--- src/rtl/dm_port_arbiter.sv ---
// Data-memory port arbiter: the CPU MEM stage has priority; external bursts take idle
// DM cycles. A starvation counter forces an external beat after STARVE_LIMIT CPU wins.
module dm_port_arbiter #(
    parameter int STARVE_LIMIT = 4,
    parameter int LEN_W        = 4
) (
    input  logic             clk,
    input  logic             reset,
    input  logic             c_req,
    input  logic             c_we,
    input  logic [3:0]       c_be,
    input  logic [31:0]      c_addr,
    input  logic [31:0]      c_wdata,
    output logic             c_stall,
    output logic [31:0]      c_rdata,
    input  logic             e_start,
    input  logic             e_we,
    input  logic [31:0]      e_addr,
    input  logic [LEN_W-1:0] e_len,
    input  logic [31:0]      e_wdata,
    output logic             e_wready,
    output logic             e_rvalid,
    output logic [31:0]      e_rdata,
    output logic             e_busy,
    output logic             e_done,
    output logic [31:0]      dm_addr,
    output logic [31:0]      dm_wdata,
    output logic             dm_we,
    input  logic [31:0]      dm_rdata
);
    localparam int SW = $clog2(STARVE_LIMIT + 1);

    typedef enum logic {IDLE, BURST} state_e;

    state_e           state_q;
    logic             cmd_we_q;
    logic [31:0]      addr_q;
    logic [31:0]      addr_d;
    logic [LEN_W-1:0] cnt_q;
    logic [SW-1:0]    starve_q;
    logic             e_done_q;
    logic             e_rvalid_q;
    logic [31:0]      e_rdata_q;

    logic             starved;
    logic             ext_own;
    logic             c_gnt;
    logic [31:0]      cpu_merge;

    // Holding reset low masks both grants, so nothing reaches the DM during reset.
    assign starved = (starve_q == SW'(STARVE_LIMIT));
    assign ext_own = reset && (state_q == BURST) && (!c_req || starved);
    assign c_gnt   = reset && c_req && !ext_own;
    assign c_stall = c_req && !c_gnt;
    assign c_rdata = dm_rdata;

    // Only the word index advances, so bursts wrap inside the 4 KB window.
    assign addr_d  = {addr_q[31:12], addr_q[11:2] + 10'd1, 2'b00};

    always_comb begin
        cpu_merge = dm_rdata;
        for (int i = 0; i < 4; i++) begin
            if (c_be[i]) begin
                cpu_merge[8*i +: 8] = c_wdata[8*i +: 8];
            end
        end
    end

    assign dm_addr  = c_gnt ? c_addr : (ext_own ? addr_q : 32'h0);
    assign dm_wdata = c_gnt ? cpu_merge : (ext_own ? e_wdata : 32'h0);
    assign dm_we    = c_gnt ? (c_we && (c_be != 4'b0000)) : (ext_own && cmd_we_q);
    assign e_wready = ext_own && cmd_we_q;

    assign e_busy   = (state_q == BURST);
    assign e_done   = e_done_q;
    assign e_rvalid = e_rvalid_q;
    assign e_rdata  = e_rdata_q;

    always_ff @(posedge clk) begin
        if (!reset) begin
            state_q    <= IDLE;
            cmd_we_q   <= 1'b0;
            addr_q     <= '0;
            cnt_q      <= '0;
            starve_q   <= '0;
            e_done_q   <= 1'b0;
            e_rvalid_q <= 1'b0;
            e_rdata_q  <= '0;
        end else begin
            e_done_q   <= 1'b0;
            e_rvalid_q <= 1'b0;
            case (state_q)
                IDLE: begin
                    starve_q <= '0;
                    if (e_start) begin
                        cmd_we_q <= e_we;
                        addr_q   <= {e_addr[31:2], 2'b00};
                        cnt_q    <= e_len;
                        state_q  <= BURST;
                    end
                end
                BURST: begin
                    if (ext_own) begin
                        starve_q <= '0;
                        addr_q   <= addr_d;
                        if (!cmd_we_q) begin
                            e_rvalid_q <= 1'b1;
                            e_rdata_q  <= dm_rdata;
                        end
                        if (cnt_q == '0) begin
                            state_q  <= IDLE;
                            e_done_q <= 1'b1;
                        end else begin
                            cnt_q <= cnt_q - LEN_W'(1);
                        end
                    end else if (c_gnt && !starved) begin
                        starve_q <= starve_q + SW'(1);
                    end
                end
                default: state_q <= IDLE;
            endcase
        end
    end
endmodule

--- config.mk ---
export PLATFORM = sky130hd
export DESIGN_NAME = dm_port_arbiter
export DESIGN_NICKNAME = d
export VERILOG_FILES = /design/src/rtl/dm_port_arbiter.sv
export SDC_FILE = /design/constraint.sdc
export NUM_CORES = 1
export LEC_CHECK = 0
export CORE_AREA = 4 4 117 119
export CTS_BUF_LIST = sky130_fd_sc_hd__clkbuf_8
export CTS_CLUSTER_DIAMETER = 200
export CTS_CLUSTER_SIZE = 12
export DETAILED_ROUTE_END_ITERATION = 6
export DIE_AREA = 0 0 121 123
export DONT_BUFFER_PORTS = 1
export PLACE_DENSITY = 0.52
export RECOVER_POWER = 25
export REMOVE_ABC_BUFFERS = 1
export SLEW_MARGIN = 10
export SYNTH_ARGS = -nofsm -noshare
export SYNTH_HDL_FRONTEND = slang
export SYNTH_SLANG_ARGS = --single-unit
--- constraint.sdc ---
create_clock -name clk -period 2.09 [get_ports clk]
set_clock_uncertainty 0.15 [all_clocks]
set_input_delay 0.5225 -clock clk [delete_from_list [all_inputs] [get_ports clk]]
set_output_delay 0.5225 -clock clk [all_outputs]
set_load 0.02 [all_outputs]
Yosys cells after proc, flatten, opt, wreduce, memory -nomap -nowiden

Cells that the tools add are included.

Add/sub/neg operators: 3
Multipliers: 0
Divide/modulo/power cells: 0
$lt $le $gt $ge: 0
Equal/unequal tests: 5
Shift operators: 0
Mux-type cells: 25
Bitwise gates (word level): 2
Reductions and logical operators: 21

Operators with widths:

| cell                                              | count |
|---|---|
| two-way mux 32 bit                                | 5 |
| case mux 32 bit (2 select lines)                  | 1 |
| two-way mux 8 bit                                 | 4 |
| two-way mux 12 bit                                | 1 |
| two-way mux 4 bit                                 | 3 |
| adder 10 x 1 -> 10 bit (second input constant)    | 1 |
| AND reduction 3 bit                               | 3 |
| logical AND 1 bit                                 | 8 |
| case mux 4 bit (2 select lines)                   | 1 |
| two-way mux 1 bit                                 | 6 |
| two-way mux 3 bit                                 | 2 |
| case mux 3 bit (2 select lines)                   | 1 |
| AND reduction 2 bit                               | 3 |
| zero test 1 bit                                   | 4 |
| zero test 4 bit                                   | 1 |
| != test 2 bit (second input constant)             | 2 |
| nonzero test 4 bit                                | 1 |
| subtractor 4 x 1 -> 4 bit (second input constant) | 1 |
| adder 3 x 1 -> 3 bit (second input constant)      | 1 |
| equality test 3 bit (second input constant)       | 1 |
| != test 3 x 1 -> 1 bit (second input constant)    | 1 |
| != test 2 x 1 -> 1 bit (second input constant)    | 1 |
| inverter 1 bit                                    | 2 |
| case mux 1 bit (2 select lines)                   | 1 |
| logical OR 1 bit                                  | 1 |

Bits in registers: 75
Bits in latches: 0
Bits in writable memories: 0
Bits in read-only memories: 0
Output and inout bits: 134
Logic and storage cells: 65
Memories kept: 0

Logic depth before layout (Yosys ltp)

Gate-level depths: netlist of run 1.

Depth after elaboration: 9
Gate-level depth with buffers: 9

Least setup slack after synthesis of run 1

OpenSTA, ideal clock, no wires.

Path kind: reg2out
Start: register starve_q[0]
End: output port dm_wdata[22]
Arrival time: 1.870 ns
Path slack: -0.453 ns
Stages on the path, launching flop included: 8
Cells stage by stage: dfxtp_1 > inv_1 > ha_1 > a21boi_4 > nand2b_1 > nand3_1 > clkbuf_1 > o21ai_0

Cells in the longest elaborated chain, start to end: 6
Elaborated cells on any way between the ends: 7
Those cells by class: eq/ne (1); mux (2); reduce/logical (4)

RTL lines:

| element                  | line | text |
|---|---|---|
| start: declaration       | 40   | `logic [SW-1:0] starve_q;` |
| start signal: assignment | 117  | `starve_q <= starve_q + SW'(1);` |
| equality test 3 bit (*)  | 51   | `assign starved = (starve_q == SW'(STARVE_LIMIT));` |
| logical OR 1 bit (*)     | 52   | `assign ext_own = reset && (state_q == BURST) && (!c_req \|\| starved);` |
| logical AND 1 bit (*)    | 52   |  |
| zero test 1 bit          | 53   | `assign c_gnt = reset && c_req && !ext_own;` |
| logical AND 1 bit        | 53   |  |
| two-way mux 32 bit (*)   | 70   | `assign dm_wdata = c_gnt ? cpu_merge : (ext_own ? e_wdata : 32'h0);` |
| end: declaration         | 27   | `output logic [31:0] dm_wdata,` |

Every way passes the cells marked *; elsewhere a longest branch is shown, timed or not.

Worst setup path after layout of run 1

Start: register starve_q[0]
End: output port dm_wdata[18]

Same word-level chain as after synthesis.

==> reports/qor.csv, run 1 <==
stage,metric,value,unit
logic_synthesis,Yosys reg bits,73,
logic_synthesis,syn_area_per_cell,7.539,um2
pwr,Clock power frac,37.0,%
place,PortBufs,0,
logic_synthesis,Synth Flop Type,dfxtp_1,
cells_and_area,# fillers,1216,
detailed_routing,post-detailed-routing wire length,17220,um
cts,CTS buffer count,9,
pwr,logic gate share of total power,22.4,%
timing,Tcrit/Tclk final,124.6,%
timing,max-slew violations,0,
detailed_routing,drt initial violations,299,
cts,Bufs on Longest Clock Path,2,
cells_and_area,"commonest non-fill, non-tap cell in the layout",nand2_1,
cts,Clock Tree Root,clkbuf_8,
pwr,Psw,0.001107,W
logic_synthesis,Gate Count Post-Synth,551,
cells_and_area,Syn-to-layout area delta,39.79,%
timing,PnR worst setup slack,-0.5137,ns
detailed_routing,vias per inst,5.551,
global_route,vias in the first global route,4140,
worst_setup_path,CP Capture Type,primary output,
global_route,pin count of the biggest net entering global routing,31,
die,Die X,121,um
cells_and_area,most frequent cells in the layout,"149 x nand2_1, 71 x dfxtp_1, 64 x a21oi_1, 42 x buf_6, 34 x mux2i_1",
logic_synthesis,Yosys top cell area share,35.18,%
timing,Max Freq,0.3841,GHz
worst_setup_path,Critical Path AT,1.93,ns
global_route,first-pass GRT wire length,23940,um
timing,fin crit period,2.604,ns
worst_setup_path,Worst Path Max Fanout,8,
cts,worst skew pair latency,0.36,ns
detailed_routing,# DRC,0,
global_route,GRT Resource Usage Total,21.49,%
global_route,Congestion Overflow GR,0,
pwr,leakage,2.364,nW
logic_synthesis,count of different cell masters after synthesis,45,
pwr,sw frac,29.22,%
timing,Slew HR,63.19,%
timing,final hold vios,0,
place,gpl congestion,0.8953,
cts,clk sinks,73,
cts,CTS tree,yes,
detailed_routing,routed vias,4202,
detailed_routing,Routed Antenna Nets,0,
detailed_routing,Avg WL per Cell,22.75,um
die,full die area,14880,um2
logic_synthesis,Post-synth EDFFs,0,
die,Initial Util,33.05,%
hold_path,worst min-delay path class,in -> reg,
cells_and_area,final core occ,46.20,%
pwr,VDD IR max,0.3902,mV
cells_and_area,share of layout cells above drive strength 1,31.11,%
logic_synthesis,Synth async-reset ratio,0,%
cts,"CTS clk-pin slew, worst paths",0.09,ns
pwr,Power Density,652.1,nW/um2
status,failing checks,negative setup slack,
cells_and_area,Final nets,759,
cells_and_area,n_diodes,0,
die,core area,12570,um2
pwr,Int Pwr,0.002680,W
global_route,initial antenna violation count,0,
worst_setup_path,Startpoint Class,flop,
place,pre-CTS WS,-0.2846,ns
logic_synthesis,largest area contributor in the netlist,dfxtp_1,
die,I/O Pins,308,
flow_run,max-cap violation count,0,
timing,RSZ-0062 raised after global routing,yes,
cells_and_area,area occupied by multi-input gates,2745,um2
pwr,sequential share of power,40.6,%
logic_synthesis,sequential-to-total area share from yosys stat,35.18,%
cts,H-tree levels,3,
detailed_routing,number of detailed-route iterations in the first pass,5,
logic_synthesis,Ys Warns,0,
logic_synthesis,largest cells by area after synthesis,"dfxtp_1 35%, nand2_1 14%, mux2i_1 8.2%",
worst_setup_path,"Req. time, crit path",1.42,ns
worst_setup_path,Setup CP Type,reg -> out,
status,status,"finished, violations left",
logic_synthesis,Synth Cell Area,4154,um2
timing,worst slew pin tran,0.5450,ns
cells_and_area,FF/Latch Area,1464,um2
timing,Final setup viols,67,
place,DP HPWL,11990,um
die,die height,123,um
die,row cnt,41,
[cell families (layout without fill, tap and decap cells)]
logic type / count (synthesis) / in the layout / share of synthesized area, %
AO/OA/AOI/OAI: 160 / 160 / 24.19
XOR/XNOR: 1 / 1 / 0.2109
adder cells (fa/ha/maj): 5 / 5 / 1.506
buffers and inverters: 81 / 115 / 11.17
flip-flops: 73 / 73 / 35.18
multiplexers: 34 / 34 / 8.193
AND/OR/NAND/NOR: 197 / 197 / 19.55
[path summary, 6_finish.rpt]
path | startpoint | end | slack (ns) | depth (start not counted)
worst max-delay path | starve_q[0]$_SDFFE_PN0P_ | dm_wdata[18] | -0.51 | 9
worst min register to register | addr_q[23]$_SDFFE_PN0P_ | addr_q[23]$_SDFFE_PN0P_ | 0.31 | 2
worst min-delay path | e_addr[29] | addr_q[29]$_SDFFE_PN0P_ | 0.12 | 2
worst max register to register | starve_q[0]$_SDFFE_PN0P_ | e_rdata[3]$_SDFFE_PN0P_ | 0.12 | 10
[layer usage]
metal / wire length, um / up-vias / share of wire [%] / track usage [%]
met5: 0 / - / 0 / 0
met4: 388 / 0 / 2.3 / 9.278
met3: 1168 / 29 / 6.8 / 5.444
met2: 8980 / 219 / 52 / 39.28
met1: 6685 / 2030 / 39 / 23.55
li1: - / 1924 / - / -
[sequential cells by signal, summed over array words and instances, names as in the netlist]
| signal | flops |
|---|---|
| cnt_q | 4 |
| addr_q | 30 |
| e_rdata | 32 |
| cmd_we_q | 1 |
| e_rvalid | 1 |
| e_busy | 1 |
| e_done | 1 |
| starve_q | 3 |
[synthesized netlist by cell type (6+ instances only)]
library cell,number
nor3_1,6
mux2i_1,34
dfxtp_1,73
a22o_1,30
o21ai_0,41
inv_1,7
nor2_1,13
and2_1,6
clkbuf_1,24
nand2_1,153
a21oi_1,64
buf_4,35
[power groups by stage]
stage	sequential [W]	clock [W]	combinational, W
after floorplan	0.00155	0	0.000384
after CTS	0.00154	0.00144	0.000806
after global placement	0.00156	0	0.000605
after detailed placement	0.00156	0	0.000616
after global routing	0.00155	0.00150	0.000900
final	0.00154	0.00140	0.000847
[what timing repair did]
action                     in CTS  in global routing
resized for setup             159                 24
setup buffers                  10                  8
setup endpoints to repair      67                 80
hold buffers                    0                  0
gates cloned                    8                  1
pin swaps                      25                  6
[critical path: stages (launching register included)]
cell and delay, ns:
dfxtp_2 0.34, inv_2 0.05, ha_4 0.16, a21boi_4 0.14, nand2b_4 0.17, nand3_4 0.10
buf_6 0.16, buf_16 0.15, o21ai_2 0.15, buf_6 0.14
[area by class of cell]
cell class,count,area share (%)
well taps,172,3.706
repair buffers,90,18.88
clock buffers,10,2.370
clock inverters,6,1.982
multi-input cells,397,47.27
inverters,9,0.5818
flip-flops and latches,73,25.21
[through the flow]
stage	cells	setup TNS [ns]	power (W)	hold WS, ns	instance area [um2]
2_1_floorplan	479	-140.21	0.001938	0.2866	3724
3_3_place_gp	716	-10.57	0.002167	0.2943	4497
3_5_place_dp	716	-13.92	0.002180	0.2977	4497
4_1_cts	749	-32.12	0.003786	0.09944	5598
5_1_grt	757	-36.90	0.003941	0.1073	5807
6_report	757	-30.29	0.003787	0.1237	5807
(Power assumes the default switching activity.)
==> inputs of run 2 (changes only) <==
--- a/config.mk
+++ b/config.mk
@@ -5,14 +5,14 @@
 export SDC_FILE = /design/constraint.sdc
 export NUM_CORES = 1
 export LEC_CHECK = 0
-export CORE_AREA = 4 4 117 119
+export CORE_AREA = 4 4 116 118
 export CTS_BUF_LIST = sky130_fd_sc_hd__clkbuf_8
 export CTS_CLUSTER_DIAMETER = 200
 export CTS_CLUSTER_SIZE = 12
 export DETAILED_ROUTE_END_ITERATION = 6
-export DIE_AREA = 0 0 121 123
+export DIE_AREA = 0 0 120 122
 export DONT_BUFFER_PORTS = 1
-export PLACE_DENSITY = 0.52
+export PLACE_DENSITY = 0.53
 export RECOVER_POWER = 25
 export REMOVE_ABC_BUFFERS = 1
 export SLEW_MARGIN = 10
==> run 2 against run 1 <==
Highest routed layer unchanged; via count shrank 2.5%; wire length shrank 6.1%; setup slack gained 0.0027 ns; the flow still finishes with violations (negative setup slack); register-to-register slack is essentially flat; global-route usage shrank 0.40 points; sequential share of layout area grew 2.0 points; clock power shrank 19%.
==> reports/qor.csv, run 2 (synthesis gave the netlist of run 1 again) <==
stage,metric,value,unit,change
worst_setup_path,Critical path origin,starve_q[0]$_SDFFE_PN0P_,,
status,status,"finished, violations left",,
timing,Tcrit/Tclk final,124.5,%,-0.13 points
timing,fin crit period,2.601,ns,-0.002676 ns
detailed_routing,Top Layer Used,met4,,
cells_and_area,Largest register FFs,32,,unchanged
timing,final hold vios,0,,unchanged
hold_path,min-delay src,reset,,
die,Die X,120,um,-0.83%
place,DP HPWL,11580,um,-3.5%
die,core area,12470,um2,-0.82%
detailed_routing,vias per inst,5.559,,+0.15%
worst_setup_path,Slowest cell on crit path,dfxtp_2,,
global_route,GRT Resource Usage Total,21.10,%,-0.40 points
worst_setup_path,"Req. time, crit path",1.42,ns,about the same
die,Initial Util,33.32,%,+0.27 points
detailed_routing,metal2 WL,8285,um,-7.7%
detailed_routing,number of detailed-route iterations in the first pass,5,,unchanged
status,failing checks,negative setup slack,,
pwr,VDD IR max,0.3273,mV,-16%
global_route,pin count of the biggest net entering global routing,28,,-9.7%
worst_setup_path,Critical Path AT,1.93,ns,about the same
detailed_routing,Avg WL per Cell,21.93,um,-3.6%
timing,worst slew pin tran,0.4963,ns,-0.04873 ns
place,gpl congestion,0.8472,,-5.4%
place,PortBufs,0,,unchanged
cells_and_area,share of layout cells above drive strength 1,27.66,%,-3.5 points
detailed_routing,routed vias,4097,,-2.5%
timing,Final setup viols,67,,unchanged
timing,RSZ-0062 raised after global routing,yes,,
timing,hold slack,0.1411,ns,+0.01738 ns
die,die height,122,um,-0.81%
detailed_routing,Routed Antenna Nets,0,,unchanged
cts,"CTS clk-pin slew, worst paths",0.08,ns,about the same
cts,Bufs on Longest Clock Path,2,,unchanged
flow_run,max-cap violation count,0,,unchanged
cells_and_area,Final nets,738,,-2.8%
die,full die area,14640,um2,-1.6%
hold_path,worst min-delay path class,in -> reg,,
cells_and_area,# fillers,1275,,+4.9%
cts,Clock Tree Root,clkbuf_8,,
cts,CTS buffer count,9,,unchanged
detailed_routing,met3 wire length,1523,um,+30%
global_route,first-pass GRT wire length,23560,um,-1.6%
cells_and_area,Syn-to-layout area delta,29.52,%,
die,row cnt,41,,unchanged
worst_setup_path,critical path's top delay family,buffers and inverters,,
worst_setup_path,cells along the critical path,inv_2 -> ha_4 -> a21boi_4 -> nand2b_4 -> nand3_4 -> buf_12 -> buf_16 -> o21ai_2 -> buf_6,,
cells_and_area,"commonest non-fill, non-tap cell in the layout",nand2_1,,
detailed_routing,M1 wire length,5936,um,-11%
worst_setup_path,Setup CP Type,reg -> out,,
place,pre-CTS WS,-0.2536,ns,+0.03098 ns
worst_setup_path,CP max stage delay,0.34,ns,about the same
cells_and_area,most frequent cells in the layout,"153 x nand2_1, 71 x dfxtp_1, 64 x a21oi_1, 34 x mux2i_1",,
timing,Max Freq,0.3845,GHz,+0.10%
cts,CTS tree,yes,,
worst_setup_path,CP Capture Type,primary output,,
global_route,vias in the first global route,4033,,-2.6%
pwr,leakage,2.164,nW,-8.5%
die,I/O Pins,308,,unchanged
timing,max-slew violations,0,,unchanged
worst_setup_path,Buf/Inv on CP,4,,unchanged
cts,clk sinks,73,,unchanged
global_route,initial antenna violation count,1,,+1
worst_setup_path,Startpoint Class,flop,,
cts,H-tree levels,3,,unchanged
worst_setup_path,FF-to-FF Start,starve_q[1]$_SDFFE_PN0P_,,
worst_setup_path,Worst Path Max Fanout,8,,unchanged
detailed_routing,# DRC,0,,unchanged
pwr,Power Density,635.6,nW/um2,-2.5%
cts,worst skew pair latency,0.36,ns,about the same
detailed_routing,drt initial violations,234,,-22%
timing,Slew HR,66.87,%,+3.7 points
global_route,Congestion Overflow GR,0,,unchanged
detailed_routing,post-detailed-routing wire length,16160,um,-6.1%
timing,PnR worst setup slack,-0.5110,ns,+0.002676 ns
## run 2: changes by cell type in the layout (fill, tap and decap cells not counted), moves of 2 or more
cell	delta
o21ai_1	+2
o21ai_2	+2
buf_4	-3
o21ai_4	-4
clkinv_4	-2
nand2_1	+4
buf_16	-5
buf_6	-12
clkinv_2	+4
nand2_2	-4
bufinv_16	-2
## run 2: metal layers
| metal | vias to the layer above | GRT usage [%] |
|---|---|---|
| met5 | - | 0 |
| met4 | 0 | 9.592 |
| met3 | 22 | 6.035 |
| met2 | 247 | 37.41 |
| met1 | 1942 | 23.42 |
| li1 | 1886 | - |
## run 2: layout make-up
class                   count  area, um2  area share, %
multi-input cells         397       2706          50.30
flip-flops and latches     73       1464          27.21
repair buffers             69      763.2          14.19
well taps                 172      215.2          4.000
clock buffers              10      137.6          2.558
clock inverters             6      57.56          1.070
inverters                   9      33.78         0.6279
diodes                      1      2.502        0.04651
## run 2: per-stage QoR
stage / instances / instance area [um2] / setup TNS [ns] / total power [W] / util (%)
final: 737 / 5380 / -28.25 / 0.003419 / 43.16
after global routing: 737 / 5380 / -34.13 / 0.003591 / 43.16
after CTS: 738 / 5341 / -32.17 / 0.003462 / 42.85
after detailed placement: 709 / 4457 / -13.36 / 0.002167 / 35.75
after global placement: 709 / 4457 / -10.52 / 0.002154 / 35.75
after floorplan: 479 / 3724 / -140.21 / 0.001938 / -
## run 2: report_power, final
| group | leakage (nW) | switching (W) | internal [W] |
|---|---|---|---|
| logic | 1.47 | 0.000420 | 0.000335 |
| registers | 0.596 | 0.0000817 | 0.00146 |
| clock network | 0.102 | 0.000551 | 0.000575 |
## run 2: worst paths after layout
check / end / slack [ns] / cells past startpoint
min: addr_q[8]$_SDFFE_PN0P_ / 0.14 / 2
max: dm_wdata[3] / -0.51 / 9
max reg2reg: e_rdata[25]$_SDFFE_PN0P_ / 0.12 / 10
min reg2reg: addr_q[15]$_SDFFE_PN0P_ / 0.32 / 2
## run 2: repair_timing
item,4_1_cts,5_1_grt
endpoints found under the setup margin,67,73
hold buffers,0,0
pin swaps,19,19
setup buffers,8,3
resized for setup,135,28
gates cloned,5,0
